===== config.mk =====
export PLATFORM = sky130hd
export DESIGN_NAME = cos_series_engine
export DESIGN_NICKNAME = d
export VERILOG_FILES = /design/src/rtl/cos_pkg.sv /design/src/rtl/cos_series_engine_q8_mul.sv /design/src/rtl/cos_series_engine.sv
export SDC_FILE = /design/constraint.sdc
export NUM_CORES = 1
export LEC_CHECK = 0
export BUFFER_PORTS_ARGS = -buffer_cell sky130_fd_sc_hd__buf_2
export CAP_MARGIN = 20
export CORE_UTILIZATION = 45
export DETAILED_ROUTE_END_ITERATION = 12
export SLEW_MARGIN = 15
export SYNTH_ARGS = -nofsm -noshare
export SYNTH_HDL_FRONTEND = slang
export SYNTH_HIERARCHICAL = 1
export SYNTH_SLANG_ARGS = --single-unit

===== constraint.sdc =====
create_clock -name clk -period 9.8 [get_ports clk]
set_input_delay 0.49 -clock clk [delete_from_list [all_inputs] [get_ports clk]]
set_output_delay 0.49 -clock clk [all_outputs]
set_load 0.01 [all_outputs]

===== src/rtl/cos_pkg.sv =====
// cos_pkg -- shared definitions for the cosine series engine.
//   state_e      : FSM state encoding (also exported on the debug port)
//   Q8_ONE       : 1.0 in Q8.8 (256)
//   X_CLAMP      : largest accepted angle, ~pi in Q8.8 (804)
//   coef()       : Q8 series coefficients c1..c7
package cos_pkg;

    typedef enum logic [2:0] {
        IDLE   = 3'd0,
        SQUARE = 3'd1,
        MUL_X2 = 3'd2,
        MUL_C  = 3'd3,
        ACCUM  = 3'd4,
        DONE   = 3'd5
    } state_e;

    localparam logic [15:0] Q8_ONE  = 16'd256;
    localparam logic [15:0] X_CLAMP = 16'd804;

    // c_i approximates 256 / ((2i-1)*(2i)), the ratio between successive
    // Taylor terms of cos once x^2 has been factored out.
    function automatic logic [15:0] coef(input logic [2:0] idx);
        logic [15:0] c;
        case (idx)
            3'd1:    c = 16'd128;
            3'd2:    c = 16'd21;
            3'd3:    c = 16'd8;
            3'd4:    c = 16'd4;
            3'd5:    c = 16'd2;
            3'd6:    c = 16'd1;
            3'd7:    c = 16'd1;
            default: c = 16'd0;
        endcase
        return c;
    endfunction

endpackage


===== src/rtl/cos_series_engine_q8_mul.sv =====
// q8_mul -- combinational unsigned Q8 multiply.
//   a, b : 16-bit unsigned operands
//   p    : (a*b) >> 8, saturated to 0xFFFF
// Macro COS_SERIES_ROUND_EN: when defined, rounds to nearest (adds 128
// before the shift); otherwise the shift truncates.
module q8_mul (
    input  logic [15:0] a,
    input  logic [15:0] b,
    output logic [15:0] p
);

    logic [31:0] prod;
    logic [31:0] prod_adj;
    logic [23:0] shifted;

    always_comb begin
        prod = a * b;
`ifdef COS_SERIES_ROUND_EN
        // Cannot overflow: 0xFFFF*0xFFFF + 128 < 2^32.
        prod_adj = prod + 32'd128;
`else
        prod_adj = prod;
`endif
        shifted = prod_adj[31:8];
        p = (|shifted[23:16]) ? 16'hFFFF : shifted[15:0];
    end

endmodule


===== src/rtl/cos_series_engine.sv =====
// cos_series_engine -- multi-cycle cos(x) by nested Taylor series.
//   clk       : clock, rising edge
//   rst       : asynchronous active-high reset
//   start     : request pulse, sampled only in IDLE
//   x         : angle, unsigned Q8.8 radians (clamped to 804)
//   busy      : high in every state except IDLE
//   done      : one-cycle pulse, result valid
//   result    : cos(x), signed Q8.8, clamped to [-256, +256]
//   state_dbg : current FSM state
// Handshake: start is taken on a rising edge only when the engine is IDLE
// (busy low and not in DONE); done marks the single cycle in which a new
// result first appears, and result then holds until the next done.
// Macro COS_SERIES_ROUND_EN selects round-to-nearest in every multiply.
module cos_series_engine
    import cos_pkg::*;
#(
    parameter int N_TERMS = 6
) (
    input  logic         clk,
    input  logic         rst,
    input  logic         start,
    input  logic [15:0]  x,
    output logic         busy,
    output logic         done,
    output logic [15:0]  result,
    output state_e       state_dbg
);

    localparam logic [2:0] LAST_IDX = 3'(N_TERMS);

    state_e             state_q, state_d;
    logic [15:0]        x_q, x_d;
    logic [15:0]        x2_q, x2_d;
    logic [15:0]        term_q, term_d;
    logic signed [17:0] sum_q, sum_d;
    logic [2:0]         idx_q, idx_d;
    logic [15:0]        result_q, result_d;

    logic [15:0]        mul_a, mul_b, mul_p;

    // One multiplier serves SQUARE, MUL_X2 and MUL_C; operands are steered
    // by state.
    q8_mul u_mul (
        .a (mul_a),
        .b (mul_b),
        .p (mul_p)
    );

    always_comb begin
        mul_a = 16'd0;
        mul_b = 16'd0;
        case (state_q)
            SQUARE: begin mul_a = x_q;    mul_b = x_q;         end
            MUL_X2: begin mul_a = term_q; mul_b = x2_q;        end
            MUL_C:  begin mul_a = term_q; mul_b = coef(idx_q); end
            default: ;
        endcase
    end

    // State register.
    always_ff @(posedge clk or posedge rst) begin
        if (rst) begin
            state_q  <= IDLE;
            x_q      <= '0;
            x2_q     <= '0;
            term_q   <= '0;
            sum_q    <= '0;
            idx_q    <= '0;
            result_q <= '0;
        end else begin
            state_q  <= state_d;
            x_q      <= x_d;
            x2_q     <= x2_d;
            term_q   <= term_d;
            sum_q    <= sum_d;
            idx_q    <= idx_d;
            result_q <= result_d;
        end
    end

    // Next-state and datapath.
    always_comb begin
        state_d  = state_q;
        x_d      = x_q;
        x2_d     = x2_q;
        term_d   = term_q;
        sum_d    = sum_q;
        idx_d    = idx_q;
        result_d = result_q;
        case (state_q)
            IDLE: begin
                if (start) begin
                    x_d     = (x > X_CLAMP) ? X_CLAMP : x;
                    sum_d   = 18'(Q8_ONE);
                    term_d  = Q8_ONE;
                    idx_d   = 3'd1;
                    state_d = SQUARE;
                end
            end
            SQUARE: begin
                x2_d    = mul_p;
                state_d = MUL_X2;
            end
            MUL_X2: begin
                term_d  = mul_p;
                state_d = MUL_C;
            end
            MUL_C: begin
                term_d  = mul_p;
                state_d = ACCUM;
            end
            ACCUM: begin
                // Odd-index terms carry the minus sign of the series.
                if (idx_q[0]) sum_d = sum_q - $signed({2'b00, term_q});
                else          sum_d = sum_q + $signed({2'b00, term_q});
                idx_d = idx_q + 3'd1;
                if (idx_q == LAST_IDX) begin
                    // Result is captured on entry to DONE so it is valid
                    // in the same cycle as the done pulse.
                    if (sum_d > 18'sd256)       result_d = 16'd256;
                    else if (sum_d < -18'sd256) result_d = 16'hFF00;
                    else                        result_d = sum_d[15:0];
                    state_d = DONE;
                end else begin
                    state_d = MUL_X2;
                end
            end
            DONE:    state_d = IDLE;
            default: state_d = IDLE;
        endcase
    end

    // Outputs.
    always_comb begin
        busy      = (state_q != IDLE);
        done      = (state_q == DONE);
        result    = result_q;
        state_dbg = state_q;
    end

endmodule


==> impl_metrics.tcl, run 1 <==
set metrics [dict create \
    min_period_over_period_pct 90.6 \
    htree_levels 3 \
    swShare_pct 52.5 \
    drt-pass1-iter-count 5 \
    power_density_mw_per_mm2 196 \
    track_usage_pct 23.8 \
    syn-cell-area_mm2 0.0141 \
    leakage_nw 7.51 \
    status "finished clean" \
    crit_path_start "state_dbg[0]" \
    detail-route-antenna-nets 0 \
    arrival_ps 9110 \
    path_clk_slew_ps 70 \
    initial_core_util_pct 46.0 \
    vias 10900 \
    worst_clock_skew_ps 9.63 \
    grt_max_degree 52 \
    power_frac_comb_pct 71.4 \
    drtIter0Drc 494 \
    final_cell_mix "inv_1, nand2_1, fa_1" \
    die_h_um 179 \
    clk_latency_ps 350 \
    cp.required_ps 10020 \
    ioPinCount 40 \
    dieWidth_um 179 \
    rows 64 \
    io_buffer_count 39 \
    vias_per_cell 5.34 \
    dieArea_mm2 0.0320 \
    ys_ff_latch 88 \
    antenna_found_initial 0 \
    clockBufferDepth 2 \
    timing.rr.start "state_dbg[0]" \
    place.gp.congestion 0.904 \
    cp-start-kind "flip-flop" \
    worst_pin_slew_ps 912 \
    fin_total_pwr_mw 2.94 \
    syn_nets 1971 \
    tns_ps 0 \
    cts_tree "yes" \
    period_minus_slack_ps 8880 \
    fin_util_pct 48.9 \
    worst_slack_ps 917 \
    clkPwrFrac_pct 10.8 \
    synth_edf_count 0 \
    hold_path.class "in2async" \
    cts-buffers-inserted 9 \
    drive_gt1_share_pct 7.71 \
    grt_overflow_total 0 \
    grtUsageMet2_pct 40.2 \
    ir_drop_uv 284 \
    busiest_layer "met2" \
    drt-total-wl_um 35400 \
    wl_per_cell_um 17.3 \
    seq_power_share_pct 17.8 \
    grtUsageMet1_pct 33.5 \
    endpoint_kind "flip-flop" \
    fill_cells 2918 \
    seq_area_frac_synth_pct 15.6 \
    ys_async_sr_fraction_pct 100 \
    rsz0062_at_grt "false" \
    path_max_fanout 19 \
    ys_types 74 \
    grt_pass1_wl_um 59700 \
    maxSlewViolCount 0 \
    fin_hold_ws_ps 218 \
    ctsResizeCount 0 \
    core_area_mm2 0.0307 \
    cell_internal_pwr_mw 1.40 \
    yosys_warnings 6 \
    layout_commonest_cell "inv_1" \
    synth_cells 1633 \
    crit_type "reg2reg" \
    drv_cap 0 \
    finalHoldViolCount 0 \
    relSlewSlack_pct 38.9 \
    cts_root_buffer "clkbuf_16" \
    avgSynthCellArea_um2 8.63 \
    setup_violations 0 \
    syn2layout_area_growth_pct 6.46 \
    synth-main-ff-cell "dfrtp_1" \
    postCtsHoldBufs 0 \
    grt_use_met3_pct 2.42 \
    first_global_vias 11400 \
    p_sw_mw 1.54 \
    fmax_mhz 113 \
    clock_sinks 88 \
    place_hpwl_um 27600 \
    layout.nets 1980 \
    drc 0 \
    post-cts-setup-buffer-count 0 \
    place_ws_ps 980 \
]
[cell usage after synthesis (3+ instances only)]
cell	count	area (um2)
fa_1	194	3880
or3_1	5	31.3
a22oi_1	13	97.6
o21a_1	3	22.5
ha_1	125	1560
a211oi_1	6	45.0
nand2b_1	7	43.8
mux2_2	20	225
a221oi_1	3	26.3
and2_1	149	932
nor3_1	10	50.1
inv_1	268	1010
o31ai_1	5	37.5
nor4_1	6	37.5
and3_1	9	56.3
and4_1	5	43.8
o211ai_1	5	37.5
a31o_2	4	35.0
xor2_1	16	140
nand3_1	44	220
clkbuf_1	64	240
a22o_1	24	210
nor2b_1	10	62.6
o22a_1	3	26.3
dfrtp_1	88	2200
buf_2	6	30.0
a21oi_2	3	26.3
o21bai_1	8	60.1
a21oi_1	53	265
a21o_1	8	60.1
nand4_1	11	68.8
xnor2_1	33	289
o21ai_1	7	35.0
nand2_1	201	754
nor2_1	97	364
a31oi_1	8	50.1
o21ai_0	66	330
[cell families (layout without fill, tap and decap cells)]
group | after synthesis | count (layout) | share of synthesized area, %
simple gates | 564 | 564 | 19.6
buf+inv | 340 | 354 | 9.21
fa+ha+maj | 319 | 319 | 38.6
compound gates | 250 | 250 | 11.9
flops | 88 | 88 | 15.6
xor+xnor | 49 | 49 | 3.04
mux | 23 | 23 | 1.93
other cells | 0 | 1 | 0
[final cells by class]
type | instances | area, um2 | share of cell area, %
tap | 396 | 495 | 3.30
inverter | 268 | 1010 | 6.71
sequential | 88 | 2200 | 14.7
clock buffer | 11 | 233 | 1.55
antenna | 1 | 2.50 | 0.0167
timing repair buffer | 70 | 428 | 2.85
multi-input combinational | 1205 | 10600 | 70.7
clock inverter | 5 | 33.8 | 0.225
[metal layers]
metal,share of wire (%),wire (um),up-vias
li1,-,-,5259
met1,48,17000,5471
met4,0.55,194,0
met3,3.2,1120,17
met5,0,0,-
met2,48,17100,174
[registers in the layout, summed over array words and instances, names as in the netlist]
| name | count |
|---|---|
| result | 16 |
| x2_q | 16 |
| x_q | 16 |
| idx_q | 3 |
| term_q | 16 |
| state_dbg | 3 |
| sum_q | 18 |
[per-stage QoR]
step,instance area (um2),instances
3_3_place_gp,14700,2026
4_1_cts,15000,2043
5_1_grt,15000,2043
6_report,15000,2044
2_1_floorplan,14100,1633
3_5_place_dp,14700,2027
[path summary, 6_finish.rpt]
check | slack (ps) | cells past startpoint | endpoint
setup reg to reg | 920 | 27 | x2_q[15]
setup / recovery | 920 | 27 | x2_q[15]
hold / removal | 220 | 2 | x_q[3]
max in group asynchronous | 8470 | 3 | term_q[13]
hold reg to reg | 480 | 2 | result[2]
min in group clk | 370 | 2 | x_q[8]
[worst max-delay path, stage by stage (launching register included)]
cell and delay (ps):
dfrtp_1 660, nor2b_1 230, buf_4 220, nor2b_2 180
buf_4 250, a22o_1 720, nand2_1 160, fa_1 540
inv_1 50, fa_1 520, inv_1 60, fa_1 530
inv_1 50, fa_1 480, fa_1 520, inv_1 60
fa_1 480, inv_1 50, ha_1 400, nand2_1 170
o21ai_0 430, a32oi_1 90, nand2_1 100, a21o_1 110
mux2_2 350, nor4_4 760, nand3_1 250, mux2_2 320
[power groups by stage]
stage	clock [mW]	combinational, mW	sequential (mW)
3_3_place_gp	0	2.07	0.525
5_1_grt	0.341	2.34	0.534
2_1_floorplan	0	1.56	0.490
3_5_place_dp	0	2.08	0.528
6_report	0.318	2.10	0.524
4_1_cts	0.329	2.10	0.521
(Power assumes the default switching activity.)
==> inputs of run 2 (changes only) <==
--- a/config.mk
+++ b/config.mk
@@ -5,6 +5,7 @@
 export SDC_FILE = /design/constraint.sdc
 export NUM_CORES = 1
 export LEC_CHECK = 0
+export ABC_AREA = 1
 export BUFFER_PORTS_ARGS = -buffer_cell sky130_fd_sc_hd__buf_2
 export CAP_MARGIN = 20
 export CORE_UTILIZATION = 45
==> run 2 against run 1 <==
Global-route usage increased by 1.2 points. Sequential cell count unchanged. Sequential power down 2%. Via count increased by 18%. Register-to-register slack improved by 750 ps. Clock skew shrank 2.1 ps. Setup slack better by 750 ps. First-iteration DRC count grew 100%. Routed wire length increased by 14%. Hold slack improved by 28 ps.
==> impl_metrics.tcl, run 2 <==
set metrics [dict create \
    busiest_layer "met2" \
    core_area_mm2 0.0327 \
    vias 12800 \
    avgSynthCellArea_um2 7.13 \
    postCtsHoldBufs 0 \
    finalHoldViolCount 0 \
    drv_cap 0 \
    r2r_setup_slack_ps 1670 \
    io_buffer_count 39 \
    rr_endpoint "term_q[8]" \
    relSlewSlack_pct 33.3 \
    power_frac_comb_pct 78.5 \
    placed_cells 2543 \
    cell_internal_pwr_mw 1.55 \
    clockBufferDepth 2 \
    synth-main-ff-cell "dfrtp_1" \
    synth_top_area_cell "fa_1" \
    seq_area_mm2 0.00220 \
    post-cts-setup-buffer-count 0 \
    drt-total-wl_um 40500 \
    drtIter0Drc 1007 \
    drc 0 \
    seq_power_share_pct 13.0 \
    drt-pass1-iter-count 5 \
    instances_no_fill 2559 \
    n_antenna_cell 0 \
    ys_ff_latch 88 \
    setup_violations 0 \
    cp.required_ps 10010 \
    yosys_warnings 6 \
    hold_path.class "in2async" \
    ctsResizeCount 0 \
    cts_root_buffer "clkbuf_16" \
    path_clk_slew_ps 70 \
    clkPwrFrac_pct 8.4 \
    ff2ff_path_depth 31 \
    ir_drop_uv 225 \
    place_hpwl_um 32200 \
    antenna_found_initial 0 \
    syn_nets 2444 \
    detail-route-antenna-nets 0 \
    tns_ps 0 \
    min_period_over_period_pct 83.0 \
    vias_per_cell 5.02 \
    grt_pass1_wl_um 65700 \
    fill_cells 3410 \
    multiInputGateArea_mm2 0.0103 \
    layout_commonest_cell "nand2_1" \
    cp-start-kind "flip-flop" \
    cts-buffers-inserted 9 \
    swShare_pct 60.6 \
    slowest_delay_ps 730 \
    path_max_fanout 29 \
    arrival_ps 8340 \
    synth_cells 2106 \
    synth_area_leaders "fa_1, nand2_1, dfrtp_1" \
    period_minus_slack_ps 8130 \
    grtUsageMet1_pct 36.7 \
    grt_max_degree 46 \
    clk_latency_ps 350 \
    syn-cell-area_mm2 0.0150 \
    initial_core_util_pct 45.9 \
    grtUsageMet2_pct 39.6 \
    leakage_nw 9.62 \
    worst_clock_skew_ps 7.53 \
    maxSlewViolCount 0 \
    timing.rr.start "state_dbg[2]" \
    dieArea_mm2 0.0341 \
    crit_type "reg2reg" \
    grt_use_met3_pct 3.16 \
    place.gp.congestion 0.993 \
    layout.nets 2450 \
    seq_area_frac_synth_pct 14.7 \
    synthTopCellsByCount "nand2_1, inv_1, fa_1" \
    fin_util_pct 48.9 \
    status "finished clean" \
    track_usage_pct 25.0 \
    largest_register_ff_count 18 \
    netlist.area_leader.share_pct 25.9 \
    power_density_mw_per_mm2 246 \
    ys_async_sr_fraction_pct 100 \
    die_h_um 185 \
    rows 66 \
    first_global_vias 12400 \
    synth_edf_count 0 \
    max_flop_register "sum_q" \
    critPathSlowestCell "nand3_1" \
    endpoint_kind "flip-flop" \
    fmax_mhz 123 \
    clock_sinks 88 \
    ioPinCount 40 \
    rsz0062_at_grt "false" \
    ys_types 46 \
    wl_per_cell_um 15.8 \
    p_sw_mw 2.38 \
    htree_levels 3 \
    yosysMostFrequentCell "nand2_1" \
    drive_gt1_share_pct 7.89 \
    cts_tree "yes" \
    dieWidth_um 185 \
    grt_overflow_total 0 \
    worst_pin_slew_ps 998 \
    syn2layout_area_growth_pct 6.47 \
    final_cell_mix "nand2_1, inv_1, fa_1" \
]
==> run 2: final cells by class <==
| class | count | share of cell area, % |
|---|---|---|
| multi-input combinational | 1366 | 64.6 |
| sequential | 88 | 13.8 |
| inverter | 570 | 13.4 |
| tap | 442 | 3.46 |
| timing repair buffer | 77 | 3.00 |
| clock buffer | 9 | 1.41 |
| clock inverter | 7 | 0.352 |
==> run 2: routing by layer <==
metal / vias to the layer above / part of all wire, %
met2: 346 / 45
met4: 0 / 1.7
li1: 6206 / -
met5: - / 0
met3: 49 / 5.0
met1: 6243 / 48
==> run 2: logic make-up after synthesis <==
group	after synthesis	share of synthesized area, %
simple gates	830	23.6
xor+xnor	35	2.04
compound gates	182	6.85
fa+ha+maj	319	36.3
buf+inv	652	16.5
flops	88	14.7
==> run 2: how the worst max path moves through the flow <==
stage / from / to / slack, ps / depth (start not counted)
6_report: state_dbg[2] / term_q[8] / 1670 / 31
2_1_floorplan: state_dbg[1] / term_q[8] / 2640 / 33
4_1_cts: state_dbg[2] / term_q[8] / 1730 / 31
5_1_grt: state_dbg[2] / term_q[8] / 1090 / 31
3_5_place_dp: state_dbg[2] / term_q[8] / 1760 / 31
3_3_place_gp: state_dbg[2] / term_q[8] / 1860 / 31
==> run 2: stage by stage <==
stage               cell area [um2]  power [mW]  hold WS [ps]  worst slack, ps
floorplan                     15000        2.80           436             2640
global placement              15700        3.52           449             1860
detailed placement            15700        3.55           454             1760
CTS                           16000        3.91           274             1730
global route                  16000        4.34           309             1090
finish                        16000        3.93           246             1670
==> run 2: power by group through the flow <==
stage | clock network [mW] | registers, mW | logic (mW)
2_1_floorplan | 0 | 0.494 | 2.31
3_3_place_gp | 0 | 0.515 | 3.01
3_5_place_dp | 0 | 0.517 | 3.03
4_1_cts | 0.338 | 0.511 | 3.06
5_1_grt | 0.357 | 0.522 | 3.46
6_report | 0.331 | 0.512 | 3.08
==> run 2: worst max-delay path, delay by kind of cell, from the launching register on <==
| family | cells | cell delay (ps) |
|---|---|---|
| flip-flops | 1 | 410 |
| adder cells (fa/ha/maj) | 7 | 3350 |
| buffers and inverters | 7 | 810 |
| AND/OR/NAND/NOR | 12 | 2360 |
| AO/OA/AOI/OAI | 5 | 1050 |
==> inputs of run 3 (changes only) <==
==> constraint.sdc (replaced) <==
create_clock -name clk -period 6.7 [get_ports clk]
set_input_delay 0.335 -clock clk [delete_from_list [all_inputs] [get_ports clk]]
set_output_delay 0.335 -clock clk [all_outputs]
set_load 0.01 [all_outputs]
==> run 3 against run 2 <==
The flow now finishes with violations (negative setup slack). Utilization rose by 8.2 points. First-iteration DRC count fell by 1.4%. Total power rose by 66%. Hold slack improved by 1.2 ps. Sequential cell count did not move. Clock power rose by 45%. Via count rose by 6.3%. Routed wire length rose by 14%. Highest routed layer unchanged. Final cell count rose by 6.0%. Count of clock-buffer cells in the layout rose by 2. Fmax rose by 21%.
==> impl_metrics.tcl, run 3 (same netlist as run 2, synthesis figures left out) <==
set metrics [dict create \
    status "finished, violations left" \
    violations "negative setup slack" \
    route.met2.wl_um 21300 \
    cp_top_family "adder cells" \
    htree_levels 3 \
    multiInputGateArea_mm2 0.0113 \
    die_h_um 185 \
    path_max_fanout 8 \
    clockBufferDepth 2 \
    layout_commonest_cell "nand2_1" \
    dieArea_mm2 0.0341 \
    worst_clock_skew_ps 8.07 \
    arrival_ps 6930 \
    hold_path.class "in2reg" \
    first_global_vias 13300 \
    path_clk_slew_ps 70 \
    place.gp.congestion 0.971 \
    dr_wl_met3_um 2820 \
    met1_length_um 20400 \
    syn2layout_area_growth_pct 24.3 \
    place_hpwl_um 35400 \
    finalHoldViolCount 0 \
    final_cell_mix "nand2_1, inv_1, fa_1" \
    detail-route-antenna-nets 0 \
    drtIter0Drc 993 \
    cts_tree "yes" \
    largest_register_ff_count 18 \
    layout.nets 2604 \
    wl_per_cell_um 17.0 \
    n_antenna_cell 0 \
    drt-total-wl_um 46200 \
    cts-buffers-inserted 9 \
    fill_cells 3030 \
    period_minus_slack_ps 6730 \
    drc 0 \
    grt_max_degree 75 \
    critPathSlowestCell "fa_2" \
    relSlewSlack_pct 34.1 \
    antenna_found_initial 0 \
    worst_slack_ps -28.8 \
    fmax_mhz 149 \
    cp.required_ps 6900 \
    fin_util_pct 57.1 \
    io_buffer_count 39 \
    ir_drop_uv 390 \
    dieWidth_um 185 \
    slowest_delay_ps 550 \
    worst-path-buf-inv 10 \
    setup_violations 5 \
    fin_area_mm2 0.0187 \
    topRoutingLayerUsed "met4" \
    clock_sinks 88 \
    power_density_mw_per_mm2 349 \
    vias 13700 \
    track_usage_pct 26.9 \
    drive_gt1_share_pct 22.5 \
    drv_cap 0 \
    grt_overflow_total 0 \
    clk_latency_ps 340 \
    maxSlewViolCount 0 \
    core_area_mm2 0.0327 \
    grt_pass1_wl_um 70600 \
    endpoint_kind "flip-flop" \
    rsz0062_at_grt "true" \
    tns_ps -72.9 \
    seq_area_mm2 0.00220 \
    rows 66 \
    ioPinCount 40 \
    dpl_cell_area_mm2 0.0167 \
    crit_type "reg2reg" \
    initial_core_util_pct 45.9 \
    leakage_nw 10.8 \
    min_period_over_period_pct 100 \
    max_flop_register "sum_q" \
    cp-start-kind "flip-flop" \
    vias_per_cell 5.03 \
    drt-pass1-iter-count 5 \
    cts_root_buffer "clkbuf_16" \
    worst_pin_slew_ps 988 \
]
-- run 3: report_power, final --
| group | total [mW] | internal (mW) | switching [mW] |
|---|---|---|---|
| sequential | 0.739 | 0.655 | 0.0838 |
| clock | 0.479 | 0.261 | 0.218 |
| combinational | 5.29 | 1.81 | 3.48 |
| total | 6.51 | 2.73 | 3.78 |
-- run 3: final cells by class --
type / instances / share of cell area (%)
sequential: 88 / 11.8
timing repair inverter: 2 / 0.0670
tap: 442 / 2.96
multi-input combinational: 1366 / 60.8
inverter: 570 / 11.5
clock buffer: 11 / 1.30
timing repair buffer: 229 / 11.4
clock inverter: 4 / 0.161
-- run 3: stage by stage --
stage          total power [mW]  std cells  setup WS (ps)  hold slack [ps]
3_5_place_dp               5.47       2645           -203              273
4_1_cts                    6.07       2672          -14.5              249
3_3_place_gp               5.42       2645           -152              273
2_1_floorplan              4.12       2106           24.7              436
6_report                   6.51       2712          -28.8              247
5_1_grt                    7.07       2712           -258              263
-- run 3: worst paths after layout --
kind                                    from         end  slack (ps)  cells past startpoint
worst max-delay path            state_dbg[2]  term_q[12]         -30                     34
worst min-delay path                    x[0]      x_q[0]         250                      3
worst max register to register  state_dbg[2]  term_q[12]         -30                     34
worst min register to register       x_q[12]     x_q[12]         470                      2
max in group asynchronous                rst    sum_q[9]        4990                      4
min in group asynchronous                rst  result[14]         450                      3
-- run 3: tightest hold or removal path: cells and delay by family --
family,cells,cell delay (ps)
and+or+nand+nor,1,60
buffers and inverters,1,90
AOI/OAI and AO/OA,1,60
-- run 3: layer usage --
layer / vias up / track usage, %
met3: 95 / 3.99
met5: - / 0
li1: 6518 / -
met1: 6642 / 38.2
met2: 399 / 42.0
met4: 0 / 8.86
-- run 3: timing repair --
item	4_1_cts	5_1_grt
hold buffers	1	0
hold endpoints to repair	14	0
endpoints found under the setup margin	31	32
resized for setup	56	245
pin swaps	4	54
gates cloned	1	7
setup buffers	10	33
